File: src/rtl/md_bus_resolver.sv
`default_nettype none
// ============================================================================
// Module   : md_bus_resolver
// Purpose  : Registered resolver for a multi-source shared bus with keeper,
//            pull-up or wired-AND combining and contention debug capture.
// Revision : 1.0 - initial release
// ============================================================================
module md_bus_resolver #(
    parameter int                 WIDTH     = 16,
    parameter int                 DRIVERS   = 4,
    parameter int                 MODE      = 0,
    parameter logic [WIDTH-1:0]   RESET_VAL = '0,
    parameter int                 CNT_W     = 16
) (
    input  logic                       MCLK,
    input  logic                       reset,
    input  logic [DRIVERS*WIDTH-1:0]   drv_o,
    input  logic [DRIVERS*WIDTH-1:0]   drv_d,
    input  logic                       clear,
    output logic [WIDTH-1:0]           bus,
    output logic [WIDTH-1:0]           bus_driven,
    output logic                       contention_now,
    output logic [WIDTH-1:0]           contention,
    output logic [CNT_W-1:0]           conflict_cnt,
    output logic [DRIVERS-1:0]         first_drivers
);

    localparam logic [CNT_W-1:0] c_CNT_MAX = {CNT_W{1'b1}};

    logic [WIDTH-1:0]   w_any0;
    logic [WIDTH-1:0]   w_any1;
    logic [WIDTH-1:0]   w_driven;
    logic [WIDTH-1:0]   w_conf;
    logic [WIDTH-1:0]   w_next;
    logic [DRIVERS-1:0] w_mask;
    logic               w_any_conf;

    logic [WIDTH-1:0]   r_bus;
    logic [WIDTH-1:0]   r_driven;
    logic               r_now;
    logic [WIDTH-1:0]   r_cont;
    logic [CNT_W-1:0]   r_cnt;
    logic [DRIVERS-1:0] r_first;

    always_comb begin
        w_any0   = '0;
        w_any1   = '0;
        w_driven = '0;
        for (int k = 0; k < DRIVERS; k++) begin
            w_driven = w_driven | ~drv_d[k*WIDTH +: WIDTH];
            w_any1   = w_any1 | (~drv_d[k*WIDTH +: WIDTH] &  drv_o[k*WIDTH +: WIDTH]);
            w_any0   = w_any0 | (~drv_d[k*WIDTH +: WIDTH] & ~drv_o[k*WIDTH +: WIDTH]);
        end
    end

    generate
        if (MODE == 2) begin : g_wired_and
            // Any active low wins; an empty active set floats high.
            assign w_next = ~w_any0;
            assign w_conf = '0;
        end else if (MODE == 1) begin : g_pull_up
            assign w_next = (w_driven & w_any1) | ~w_driven;
            assign w_conf = w_any0 & w_any1;
        end else begin : g_keeper
            assign w_next = (w_driven & w_any1) | (~w_driven & r_bus);
            assign w_conf = w_any0 & w_any1;
        end
    endgenerate

    assign w_any_conf = |w_conf;

    // Drivers touching any conflicting bit this cycle.
    always_comb begin
        w_mask = '0;
        for (int k = 0; k < DRIVERS; k++) begin
            w_mask[k] = |(~drv_d[k*WIDTH +: WIDTH] & w_conf);
        end
    end

    always_ff @(posedge MCLK) begin
        if (reset) begin
            r_bus    <= RESET_VAL;
            r_driven <= '0;
            r_now    <= 1'b0;
            r_cont   <= '0;
            r_cnt    <= '0;
            r_first  <= '0;
        end else begin
            r_bus    <= w_next;
            r_driven <= w_driven;
            r_now    <= w_any_conf;
            if (clear) begin
                // A conflict in the clearing cycle becomes the new first event.
                r_cont  <= w_conf;
                r_cnt   <= w_any_conf ? CNT_W'(1) : '0;
                r_first <= w_any_conf ? w_mask : '0;
            end else begin
                r_cont <= r_cont | w_conf;
                if (w_any_conf && (r_cnt != c_CNT_MAX)) begin
                    r_cnt <= r_cnt + CNT_W'(1);
                end
                if (w_any_conf && (r_first == '0)) begin
                    r_first <= w_mask;
                end
            end
        end
    end

    assign bus            = r_bus;
    assign bus_driven     = r_driven;
    assign contention_now = r_now;
    assign contention     = r_cont;
    assign conflict_cnt   = r_cnt;
    assign first_drivers  = r_first;

endmodule
`default_nettype wire
File: config.mk
export PLATFORM = sky130hd
export DESIGN_NAME = md_bus_resolver
export DESIGN_NICKNAME = d
export VERILOG_FILES = /design/src/rtl/md_bus_resolver.sv
export SDC_FILE = /design/constraint.sdc
export NUM_CORES = 1
export LEC_CHECK = 0
export CORE_MARGIN = 1
export CORE_UTILIZATION = 30
export DETAILED_ROUTE_END_ITERATION = 12
export PLACE_DENSITY_LB_ADDON = 0.15
export SYNTH_ARGS = -nofsm -noshare
export SYNTH_HDL_FRONTEND = slang
export SYNTH_SLANG_ARGS = --single-unit
File: constraint.sdc
create_clock -name MCLK -period 2.37 [get_ports MCLK]
set_input_delay 0.5925 -clock MCLK [delete_from_list [all_inputs] [get_ports MCLK]]
set_output_delay 0.5925 -clock MCLK [all_outputs]
set_load 0.1 [all_outputs]
# Yosys cells after proc, flatten, opt, wreduce, memory -nomap -nowiden
# Index checks and enable logic that the tools add are counted.
[totals]
register_bits = 69
input_bits = 131
output_inout_bits = 69
word_cells = 60
[op_classes]
add_sub_neg = 1
eq_ne = 1
mux = 7
bitwise = 35
n_reduce_logical = 10
[ops]
columns = ["operator", "n"]
rows = [
  ["$and A16 B16 Y16", 15],
  ["$or A16 B16 Y16", 11],
  ["$not A16 Y16", 9],
  ["$reduce_or A16 Y1", 5],
  ["$mux W16", 3],
  ["$add A16 B1 Y16 const B", 1],
  ["$ne A16 B16 Y1 const B", 1],
  ["$mux W4", 3],
  ["$logic_not A4 Y1", 1],
  ["$reduce_bool A2 Y1", 2],
  ["$logic_and A1 B1 Y1", 2],
  ["$mux W1", 1],
]

# Longest topological paths before layout
# Gate-level depths: netlist of run 1.
[logic_depth]
depth_word = 10
depth_mapped = 10
mapped_depth_nobuf = 8

# Worst setup path after synthesis of run 1
# Ideal clock, no wire load.
[synth_path]
path_type = "register -> register"
startpoint = "register r_cnt[6] (netlist: conflict_cnt[6])"
endpoint = "register r_cnt[2] (netlist: conflict_cnt[2])"
setup_ps = 116
arrival_time_ps = 2661
t_required_ps = 2254
setup_slack_ps = -407
path_stages_with_launch = 9
path_buffers = 1
period_less_slack_ps = 2777
path_cell_list = "dfxtp_1 -> and3_1 -> and3_1 -> and3_1 -> nand2_1 -> nor2_1 -> buf_2 -> nor2_1 -> a31o_2"
[synth_via]
elab_chain_cells = 3
[synth_lines]
columns = ["item", "line", "rtl"]
rows = [
  ["start: declaration", "42", "logic [CNT_W-1:0] r_cnt;"],
  ["start signal: assignment", "95", "r_cnt <= w_any_conf ? CNT_W'(1) : '0;"],
  ["start signal: assignment", "100", "r_cnt <= r_cnt + CNT_W'(1);"],
  ["$ne A16 B16 Y1", "99", "if (w_any_conf && (r_cnt != c_CNT_MAX)) begin"],
  ["$logic_and A1 B1 Y1", "99", ""],
  ["$reduce_bool A2 Y1 (no line)", "--", ""],
]
# No other way between the ends.
# A chain may end at the register's enable or synchronous reset.

# Worst setup path in the final report of run 1
[layout_path]
startpoint = "input drv_o[10]"
endpoint = "register r_first[2] (netlist: first_drivers[2])"
[layout_via]
elab_chain_cells = 10
word_cells_on_any_way = 18
classes_between = "mux (3); bitwise (11); reduce/logical (4)"
[layout_lines]
columns = ["item", "line", "rtl"]
rows = [
  ["start: declaration", "17", "input logic [DRIVERS*WIDTH-1:0] drv_o,"],
  ["$not A16 Y16", "52", "w_any0 = w_any0 | (~drv_d[k*WIDTH +: WIDTH] & ~drv_o[k*WIDTH +: WIDTH]);"],
  ["$and A16 B16 Y16", "52", ""],
  ["$or A16 B16 Y16 (3 in a row)", "52", ""],
  ["$and A16 B16 Y16 (*)", "66", "assign w_conf = w_any0 & w_any1;"],
  ["$and A16 B16 Y16", "76", "w_mask[k] = |(~drv_d[k*WIDTH +: WIDTH] & w_conf);"],
  ["$reduce_or A16 Y1", "76", ""],
  ["$mux W4, on equally long branches", "102, 96", ""],
  ["$mux W4", "92", "if (clear) begin"],
  ["end signal: assignment", "96", "r_first <= w_any_conf ? w_mask : '0;"],
  ["end signal: assignment", "103", "r_first <= w_mask;"],
  ["end: declaration", "43", "logic [DRIVERS-1:0] r_first;"],
]
# Every way passes the cells marked *; elsewhere a longest branch is shown, timed or not. The select of a mux whose other input is x is not followed.

==> reports/results.ini, run 1 <==
[status]
status = finished, final reports clean

[sta]
finalCriticalPeriod_ns = 2.34
final_report_hold_violation_count = 0
timing.slew.headroom_pct = 59.8
rsz0062_at_grt = yes
setup_slack_ns = 0.0265
finClkSkew_ns = 0.00413
tightest_slew_ns = 0.603
finalCritPeriodShare_pct = 98.9
fmax_ghz = 0.427
maxSlewViolCount = 0
final.hold.worst_slack_ns = 0.467
setup_violating_endpoint_count_in_the_final_report = 0

[global_route]
met1_track_utilization_from_global_routing_pct = 32.7
grt_pass1_wl_um = 29900
initial_antenna_violation_count = 1
grtUsageMet3_pct = 5.94
groute.layer.met2.usage_pct = 45.9
grt_pass1_vias = 5848
grtUsageTotal_pct = 26.8
largest_net_degree_at_the_start_of_global_routing = 51
global_route.overflow_total = 0
grt-busiest-layer = met2

[setup_path]
cp_data_required_time_ns = 2.59
worstSetupPathType = input port to flip-flop
r2r_endpoint = conflict_cnt[8]
r2r_setup_slack_ns = 0.23
critical_path.reg2reg.startpoint = conflict_cnt[7]
critical_path.n_buffers_inverters = 2
cpPeakStageDelay_ns = 0.39
timing.critical_path.arrival_ns = 2.57
critPathLaunchType = input port
crit_chain = clkdlybuf4s15_1, nor2b_4, nor4_4, nor3_1, nor4_1, buf_4, nand2_2, or3_4, o311a_1
r2r_cells = 8
critical_path.top_delay_family = simple AND/OR/NAND/NOR gates
worst-path-max-fanout = 2
timing.critical_path.slowest_stage_cell = or3_4
critical_path_sink_type = flip-flop

[place]
place_inst = 1020
place_congestion = 0.882
detailedPlace.worstSlack_ns = -0.767
place.detailed.hpwl_um = 14100
total_of_buffers_placed_on_input_and_output_ports = 199

[synth]
yosys-top-cells-area = dfxtp_1 (34%), nor2b_1 (8.1%), a21oi_1 (7.2%)
synth_top_cells_by_count = nor2_1 (70), dfxtp_1 (69), a21oi_1 (59)
ys_ff_latch = 69
synth_top_family_by_area = simple AND/OR/NAND/NOR gates
top_flip_flop_cell_by_instance_count_after_synthesis = dfxtp_1
yosysMostFrequentCell = nor2_1
synth-async-reset-ratio_pct = 0
post-synth-top-area-cell = dfxtp_1
synth_top_cell_area_share_pct = 33.6
synthesis.nets = 654
yosys.area_share.simple_pct = 37.5
edff_count_synth = 0
synth_adder_area_share_pct = 0.305
synth_compound_area_share_pct = 25.8
synth-seq-area-share_pct = 33.6
synth_area_per_cell_um2 = 7.86
synth_cell_types = 55
synthCells = 522
xor_xnor_share_of_the_synthesized_area_pct = 0
synthMuxAreaShare_pct = 0.244
yosysWarnings = 0
syn-cell-area_mm2 = 0.00411

[die]
die_h_um = 119
design.portCount = 200
fp.dieArea_mm2 = 0.0142
initial_utilization_pct = 30.9
dieWidth_um = 119
rows = 42
fp.coreArea_mm2 = 0.0133

[hold_path]
hold-path-cell-count = 2
min_to = contention[1]
hold_class = flip-flop to flip-flop
hold_path_startpoint = contention[1]

[clocking]
clock_tree.htree_level_count = 3
insertion_delay_of_the_later_clocked_pin_in_the_worst_skew_pair_ns = 0.34
cts_num_sinks = 69
clockRootBuffer = clkbuf_16
cts_tree = done
hold_buffers = 0
max-clock-path-buffers = 2
clock_slew_at_reported_path_ffs_ns = 0.05
cts_inserted_buffers = 9

[drt]
route.vias.total = 5703
postRouteAntennaNets = 0
wl_per_cell_um = 18.3
drt_initial_violations = 352
drt_wl_total_um = 19500
vias_per_cell = 5.35
drc = 0
dr.pass1.iters = 5

[cells_and_area]
fin_nets = 1015
final_cell_count_no_fill = 1065
area_growth_pct = 102
layout_cells_sized_above_1_pct = 50.0

[flow_run]
maxCapViolations = 0

[pwr]
cell_leakage_power_nw = 3.68
power_density_mw_per_mm2 = 527
vdd_drop_max_mv = 0.363

-- final cells by class --
type                    count  area, um^2
fillers                  1189        5010
clock buffers              14         254
well taps                 176         220
inverters                   8        30.0
repair buffers            361        2800
multi-input cells         434        3560
flip-flops and latches     69        1400
diodes                      1        2.50
clock inverters             2        10.0
-- metal layers --
metal  wire length [um]  up-vias
met2               9500      221
li1                   -     2751
met1               8200     2702
met5                  0        -
met4                433        0
met3               1410       29
-- logic make-up (layout without fill, tap and decap cells) --
family	Yosys count	after routing
mux	1	1
other cells	0	1
compound gates	152	152
buf+inv	22	385
flops	69	69
fa+ha+maj	1	1
simple gates	277	280
-- tightest hold or removal path, cell delays in order (launching register included) --
cell	delay (ns)
dfxtp_1	0.31
nand2_1	0.06
a21oi_1	0.05
-- cell usage in the layout, fill, tap and decap left out, types with 9 or more instances in the layout --
cell | Yosys | final
buf_4 | 1 | 226
nor2_1 | 70 | 57
dfxtp_1 | 69 | 57
a21oi_1 | 59 | 56
dlygate4sd2_1 | 0 | 43
nor2b_4 | 0 | 41
nand2_1 | 32 | 30
clkbuf_2 | 0 | 28
nor3_1 | 30 | 21
o22ai_1 | 30 | 20
clkdlybuf4s15_1 | 0 | 17
buf_2 | 1 | 17
and4_1 | 15 | 15
nor4_4 | 0 | 15
nor3b_2 | 0 | 13
o22ai_2 | 4 | 12
nor2b_1 | 53 | 12
nor2_2 | 0 | 11
clkdlybuf4s50_1 | 0 | 11
o32a_1 | 9 | 9
clkbuf_16 | 0 | 9
dfxtp_2 | 0 | 9
dlymetal6s2s_1 | 0 | 9
-- metrics by stage --
| stage | utilization (%) | setup TNS [ns] | instance area, um^2 | power, mW |
|---|---|---|---|---|
| 6_report | 62.3 | 0 | 8290 | 4.36 |
| 2_1_floorplan | - | 0 | 4140 | 2.22 |
| 4_1_cts | 60.9 | -0.000204 | 8100 | 4.30 |
| 3_5_place_dp | 53.6 | -13.81 | 7130 | 2.96 |
| 5_1_grt | 62.3 | -0.0563 | 8290 | 4.53 |
| 3_3_place_gp | 53.6 | -11.28 | 7130 | 2.94 |
-- report_power, final --
part	internal, mW	leakage, nW	switching, mW
Combinational	0.701	2.97	1.14
Sequential	1.24	0.581	0.0483
Clock	0.735	0.131	0.503
-- worst max-delay path by stage --
stage | start | cells past startpoint | to
after floorplan | conflict_cnt[12] | 6 | conflict_cnt[2]
after global placement | drv_d[19] | 9 | conflict_cnt[2]
after detailed placement | drv_o[4] | 9 | conflict_cnt[2]
after CTS | drv_o[50] | 8 | conflict_cnt[8]
after global routing | drv_o[25] | 9 | first_drivers[2]
final | drv_o[10] | 9 | first_drivers[2]
-- timing repair --
action                                  in CTS  in global routing
buffers inserted                            22                  5
endpoints found under the setup margin      21                 21
pin swaps                                   54                 48
gates cloned                                 3                  0
resized for setup                          319                125
(Power assumes the default switching activity.)
==> run 2: changes to the inputs <==
==> constraint.sdc (replaced) <==
create_clock -name MCLK -period 2.37 [get_ports MCLK]
set_input_delay 0.5925 -clock MCLK [delete_from_list [all_inputs] [get_ports MCLK]]
set_output_delay 0.5925 -clock MCLK [all_outputs]
set_load 0.01 [all_outputs]
==> reports/results.ini, run 2 (same netlist as run 1, synthesis figures left out) <==
[die]
fp.coreArea_mm2 = 0.0133
rows = 42
die_h_um = 119
dieWidth_um = 119
fp.dieArea_mm2 = 0.0142
design.portCount = 200
initial_utilization_pct = 30.9

[drt]
wl_per_cell_um = 18.4
postRouteAntennaNets = 0
drc = 0
route.vias.total = 5866
dr.pass1.iters = 5
vias_per_cell = 5.42
drt_initial_violations = 425
drt_wl_total_um = 19900

[status]
status = finished, violations left
violations = setup timing

[pwr]
seqPwrFrac_pct = 32.4
vdd_drop_max_mv = 0.364
combPwrFrac_pct = 35.1
p_clk_share_pct = 32.6
total_switching_power_mw = 1.26
p_sw_share_pct = 31.7
power_density_mw_per_mm2 = 463
total_power_mw = 3.98
p_int_mw = 2.72
cell_leakage_power_nw = 3.77

[setup_path]
critical_path_sink_type = flip-flop
cpPeakStageDelay_ns = 0.48
worst-path-max-fanout = 6
cp_data_required_time_ns = 2.65
critical_path.n_buffers_inverters = 2
timing.critical_path.slowest_stage_cell = or4b_1
critical_path.top_delay_family = simple AND/OR/NAND/NOR gates
worstSetupPathType = input port to flip-flop
critPathLaunchType = input port
crit_chain = clkdlybuf4s15_1, nor2b_4, nor4_4, o32a_1, nand4_1, nor2_2, and2_4, buf_12, or4b_1, a21oi_1
timing.critical_path.arrival_ns = 2.66

[place]
total_of_buffers_placed_on_input_and_output_ports = 199
cell_area_reported_after_detailed_placement_mm2 = 0.00731
place_congestion = 0.875
place.detailed.hpwl_um = 14000

[sta]
setup_violating_endpoint_count_in_the_final_report = 1
timing.slew.headroom_pct = 59.0
fmax_ghz = 0.420
setup_slack_ns = -0.0122
finalCritPeriodShare_pct = 101
maxSlewViolCount = 0
finClkSkew_ns = 0.00561
final_report_hold_violation_count = 0
tightest_slew_ns = 0.615
finalCriticalPeriod_ns = 2.38
rsz0062_at_grt = yes

[cells_and_area]
fill_cells = 1064
design_area_mm2 = 0.00861
layout_cells_sized_above_1_pct = 43.3
fin_nets = 1033
area_growth_pct = 110
mostFrequentLayoutCells = buf_4 (177), clkdlybuf4s50_1 (84), dfxtp_1 (69)
layout.cells.most_common = buf_4

[global_route]
grt_pass1_vias = 5768
grt_pass1_wl_um = 29600
initial_antenna_violation_count = 1
global_route.overflow_total = 0
largest_net_degree_at_the_start_of_global_routing = 51
grtUsageTotal_pct = 26.7

[clocking]
clock_tree.htree_level_count = 3
max-clock-path-buffers = 2
clock_slew_at_reported_path_ffs_ns = 0.06
cts_tree = done
cts_inserted_buffers = 9
insertion_delay_of_the_later_clocked_pin_in_the_worst_skew_pair_ns = 0.35
cts_num_sinks = 69
clockRootBuffer = clkbuf_16
hold_buffers = 0

[hold_path]
hold_class = flip-flop to flip-flop

[flow_run]
maxCapViolations = 0

==> run 2: cell types whose count changed in the layout (fill, tap and decap cells not counted), moves of 8 or more <==
cell and change:
dlygate4sd2_1 -26, dlymetal6s2s_1 +11, clkdlybuf4s15_1 +8, dfxtp_2 -9
buf_2 -15, buf_4 -49, dfxtp_1 +12, clkbuf_2 +23
clkdlybuf4s50_1 +73
==> run 2: power groups by stage <==
| stage | logic (mW) | registers, mW | clock network [mW] |
|---|---|---|---|
| after global routing | 1.48 | 1.30 | 1.37 |
| after detailed placement | 1.16 | 1.31 | 0 |
| final | 1.40 | 1.29 | 1.30 |
| after CTS | 1.27 | 1.29 | 1.32 |
| after floorplan | 0.359 | 1.34 | 0 |
| after global placement | 1.15 | 1.31 | 0 |
==> run 2: layout make-up <==
cell class | instances | area [um^2] | area share [%]
Multi-Input combinational cell | 431 | 3510 | 40.8
Timing Repair Buffer | 382 | 3190 | 37.0
Sequential cell | 69 | 1380 | 16.0
Clock buffer | 9 | 225 | 2.62
Tap cell | 176 | 220 | 2.56
Clock inverter | 7 | 51.3 | 0.596
Inverter | 8 | 30.0 | 0.349
Antenna cell | 1 | 2.50 | 0.0291
==> run 2: per-layer routing <==
| layer | vias up | GRT usage, % | share of wire [%] | wire length [um] |
|---|---|---|---|---|
| li1 | 2770 | - | - | - |
| met1 | 2825 | 31.7 | 41 | 8150 |
| met2 | 225 | 45.7 | 49 | 9870 |
| met3 | 46 | 7.14 | 6.9 | 1380 |
| met4 | 0 | 9.73 | 2.7 | 539 |
| met5 | - | 0 | 0 | 0 |
==> run 2: final timing paths <==
| kind | slack (ns) | from | depth (start not counted) | endpoint |
|---|---|---|---|---|
| max | -0.01 | drv_o[29] | 10 | conflict_cnt[14] |
| min | 0.47 | contention[15] | 2 | contention[15] |
| max reg2reg | 0.20 | conflict_cnt[7] | 8 | conflict_cnt[14] |
| min reg2reg | 0.47 | contention[15] | 2 | contention[15] |
==> run 2: stage by stage <==
| step | std cells | hold WS, ns | util (%) | TNS [ns] | setup slack [ns] |
|---|---|---|---|---|---|
| 5_1_grt | 1082 | 0.488 | 64.7 | -0.868 | -0.0948 |
| 6_report | 1083 | 0.465 | 64.8 | -0.0122 | -0.0122 |
| 3_3_place_gp | 1023 | 0.453 | 55.0 | -11.39 | -0.650 |
| 3_5_place_dp | 1023 | 0.459 | 55.0 | -12.98 | -0.737 |
| 2_1_floorplan | 522 | 0.481 | - | 0 | 0.00264 |
| 4_1_cts | 1059 | 0.469 | 61.7 | -0.569 | -0.0972 |
==> run 2: worst register-to-register path, stage by stage (launching register included) <==
cell     delay [ns]
dfxtp_1        0.35
and3_1         0.21
and3_1         0.22
and3_1         0.20
nand2_1        0.09
nor2_1         0.13
nor2_1         0.26
or4b_1         0.48
a21oi_1        0.17
==> run 2: timing repair <==
item	CTS	global route
pin swaps	32	60
resized for setup	228	204
setup buffers	20	21
endpoints found under the setup margin	21	21
cloned	0	2
==> run 3: changes to the inputs <==
--- a/config.mk
+++ b/config.mk
@@ -6,9 +6,9 @@
 export NUM_CORES = 1
 export LEC_CHECK = 0
 export CORE_MARGIN = 1
-export CORE_UTILIZATION = 30
+export CORE_UTILIZATION = 35
 export DETAILED_ROUTE_END_ITERATION = 12
-export PLACE_DENSITY_LB_ADDON = 0.15
+export PLACE_DENSITY = 0.72
 export SYNTH_ARGS = -nofsm -noshare
 export SYNTH_HDL_FRONTEND = slang
 export SYNTH_SLANG_ARGS = --single-unit
==> reports/results.ini, run 3 (same netlist as run 1, synthesis figures left out) <==
[sta]
finalCritPeriodShare_pct = 103
fmax_ghz = 0.409
setup_slack_ns = -0.0735
timing.slew.headroom_pct = 60.0
final_report_hold_violation_count = 0
maxSlewViolCount = 0
final.hold.worst_slack_ns = 0.457
finClkSkew_ns = 0.00283
timing.setup.tns_ns = -0.172
tightest_slew_ns = 0.599
finalCriticalPeriod_ns = 2.44
setup_violating_endpoint_count_in_the_final_report = 8
rsz0062_at_grt = yes

[drt]
drt_initial_violations = 356
vias_per_cell = 5.77
drt_wl_total_um = 20500
dr.pass1.iters = 5
route.vias.total = 6067
drc = 0
wl_per_cell_um = 19.5
postRouteAntennaNets = 0

[global_route]
initial_antenna_violation_count = 0
largest_net_degree_at_the_start_of_global_routing = 51
grt_pass1_vias = 6061
global_route.overflow_total = 0
grtUsageTotal_pct = 31.9
grt_pass1_wl_um = 29400

[die]
design.portCount = 200
dieWidth_um = 110
rows = 39
fp.dieArea_mm2 = 0.0122
initial_utilization_pct = 36.0
die_h_um = 110
fp.coreArea_mm2 = 0.0114

[cells_and_area]
fill_cells = 796
sequential_cell_area_mm2 = 0.00138
layout.cells.most_common = buf_4
area_growth_pct = 108
design_area_mm2 = 0.00854
multi_input_area_mm2 = 0.00355
layout_cells_sized_above_1_pct = 48.4
fin_nets = 1038
mostFrequentLayoutCells = buf_4 (180), clkbuf_2 (78), clkdlybuf4s50_1 (75)
num_antenna_cells = 0

[pwr]
cell_leakage_power_nw = 3.76
power_density_mw_per_mm2 = 472
vdd_drop_max_mv = 0.312

[flow_run]
maxCapViolations = 0

[place]
place.detailed.hpwl_um = 14100
total_of_buffers_placed_on_input_and_output_ports = 199
cell_area_reported_after_detailed_placement_mm2 = 0.00719
place_congestion = 0.906

[clocking]
cts_inserted_buffers = 9
clock_tree.htree_level_count = 3
cts_num_sinks = 69
clockRootBuffer = clkbuf_16
insertion_delay_of_the_later_clocked_pin_in_the_worst_skew_pair_ns = 0.35
max-clock-path-buffers = 2
cts_tree = done
clock_slew_at_reported_path_ffs_ns = 0.06

[setup_path]
critical_path.reg2reg.startpoint = conflict_cnt[7]
timing.critical_path.arrival_ns = 2.72
r2r_setup_slack_ns = 0.04
critPathLaunchType = input port
worstSetupPathType = input port to flip-flop
r2r_cells = 8
worst-path-max-fanout = 8
critical_path_sink_type = flip-flop
r2r_endpoint = conflict_cnt[10]
cp_data_required_time_ns = 2.65

[status]
violations = setup timing
status = finished, violations left

[hold_path]
hold-path-cell-count = 2
hold_path_startpoint = contention[13]
hold_class = flip-flop to flip-flop
min_to = contention[13]

==> run 3: changes by cell type in the layout (fill, tap and decap cells not counted), moves of 5 or more <==
| cell | change |
|---|---|
| buf_6 | +8 |
| clkbuf_2 | +27 |
| clkdlybuf4s15_1 | -17 |
| clkdlybuf4s50_1 | -9 |
| dlygate4sd2_1 | -7 |
| dlymetal6s2s_1 | -5 |
| nor2_1 | -6 |
| nor2_2 | +5 |
| nor3_1 | +5 |
| nor4_4 | -5 |
| o22ai_2 | -7 |
==> run 3: how the worst max path moves through the flow <==
stage	to	slack [ns]	startpoint	cells past startpoint
floorplan	conflict_cnt[2]	0.003	drv_o[6]	9
finish	conflict_cnt[14]	-0.07	drv_o[51]	10
global placement	first_drivers[0]	-0.58	drv_d[11]	7
global route	conflict_cnt[13]	-0.12	drv_o[52]	12
detailed placement	conflict_cnt[13]	-0.66	drv_d[15]	10
CTS	conflict_cnt[8]	-0.009	drv_d[49]	10
==> run 3: repair_timing <==
| item | 4_1_cts | 5_1_grt |
|---|---|---|
| gates cloned | 1 | 0 |
| gates resized for setup | 253 | 292 |
| hold buffers | 0 | 0 |
| buffers inserted | 24 | 33 |
| pin swaps | 43 | 71 |
| endpoints found under the setup margin | 21 | 21 |
==> run 3: critical path, stage by stage <==
cell,delay (ns)
dlygate4sd2_1,0.28
nor3b_2,0.18
o32a_1,0.33
nand4_1,0.16
nor4_2,0.07
and2_4,0.19
buf_12,0.13
buf_12,0.12
or4b_1,0.51
a21oi_1,0.15
==> run 3: cell type report <==
class	count	area share [%]
Clock buffer	13	3.28
Clock inverter	1	0.0586
Inverter	8	0.351
Sequential cell	69	16.2
Multi-Input combinational cell	431	41.6
Tap cell	143	2.09
Timing Repair Buffer	387	36.5
==> run 3: report_power, final <==
group | total [mW] | internal, mW | leakage (nW) | switching, mW
Combinational | 1.41 | 0.771 | 3.04 | 0.640
Clock | 1.33 | 0.809 | 0.144 | 0.524
Sequential | 1.29 | 1.24 | 0.575 | 0.0523
==> run 3: metrics by stage <==
stage | setup slack, ns | instances | util, % | power (mW)
2_1_floorplan | 0.00264 | 522 | - | 1.70
3_3_place_gp | -0.585 | 980 | 63.0 | 2.43
3_5_place_dp | -0.658 | 980 | 63.0 | 2.45
4_1_cts | -0.00915 | 1019 | 71.5 | 3.88
5_1_grt | -0.121 | 1052 | 74.8 | 4.18
6_report | -0.0735 | 1052 | 74.8 | 4.04
==> run 3: metal layers <==
metal,share of wire [%],GRT usage (%)
met4,4.1,15.6
met3,8.1,8.41
met5,0,0
met2,51,57.1
met1,37,34.6
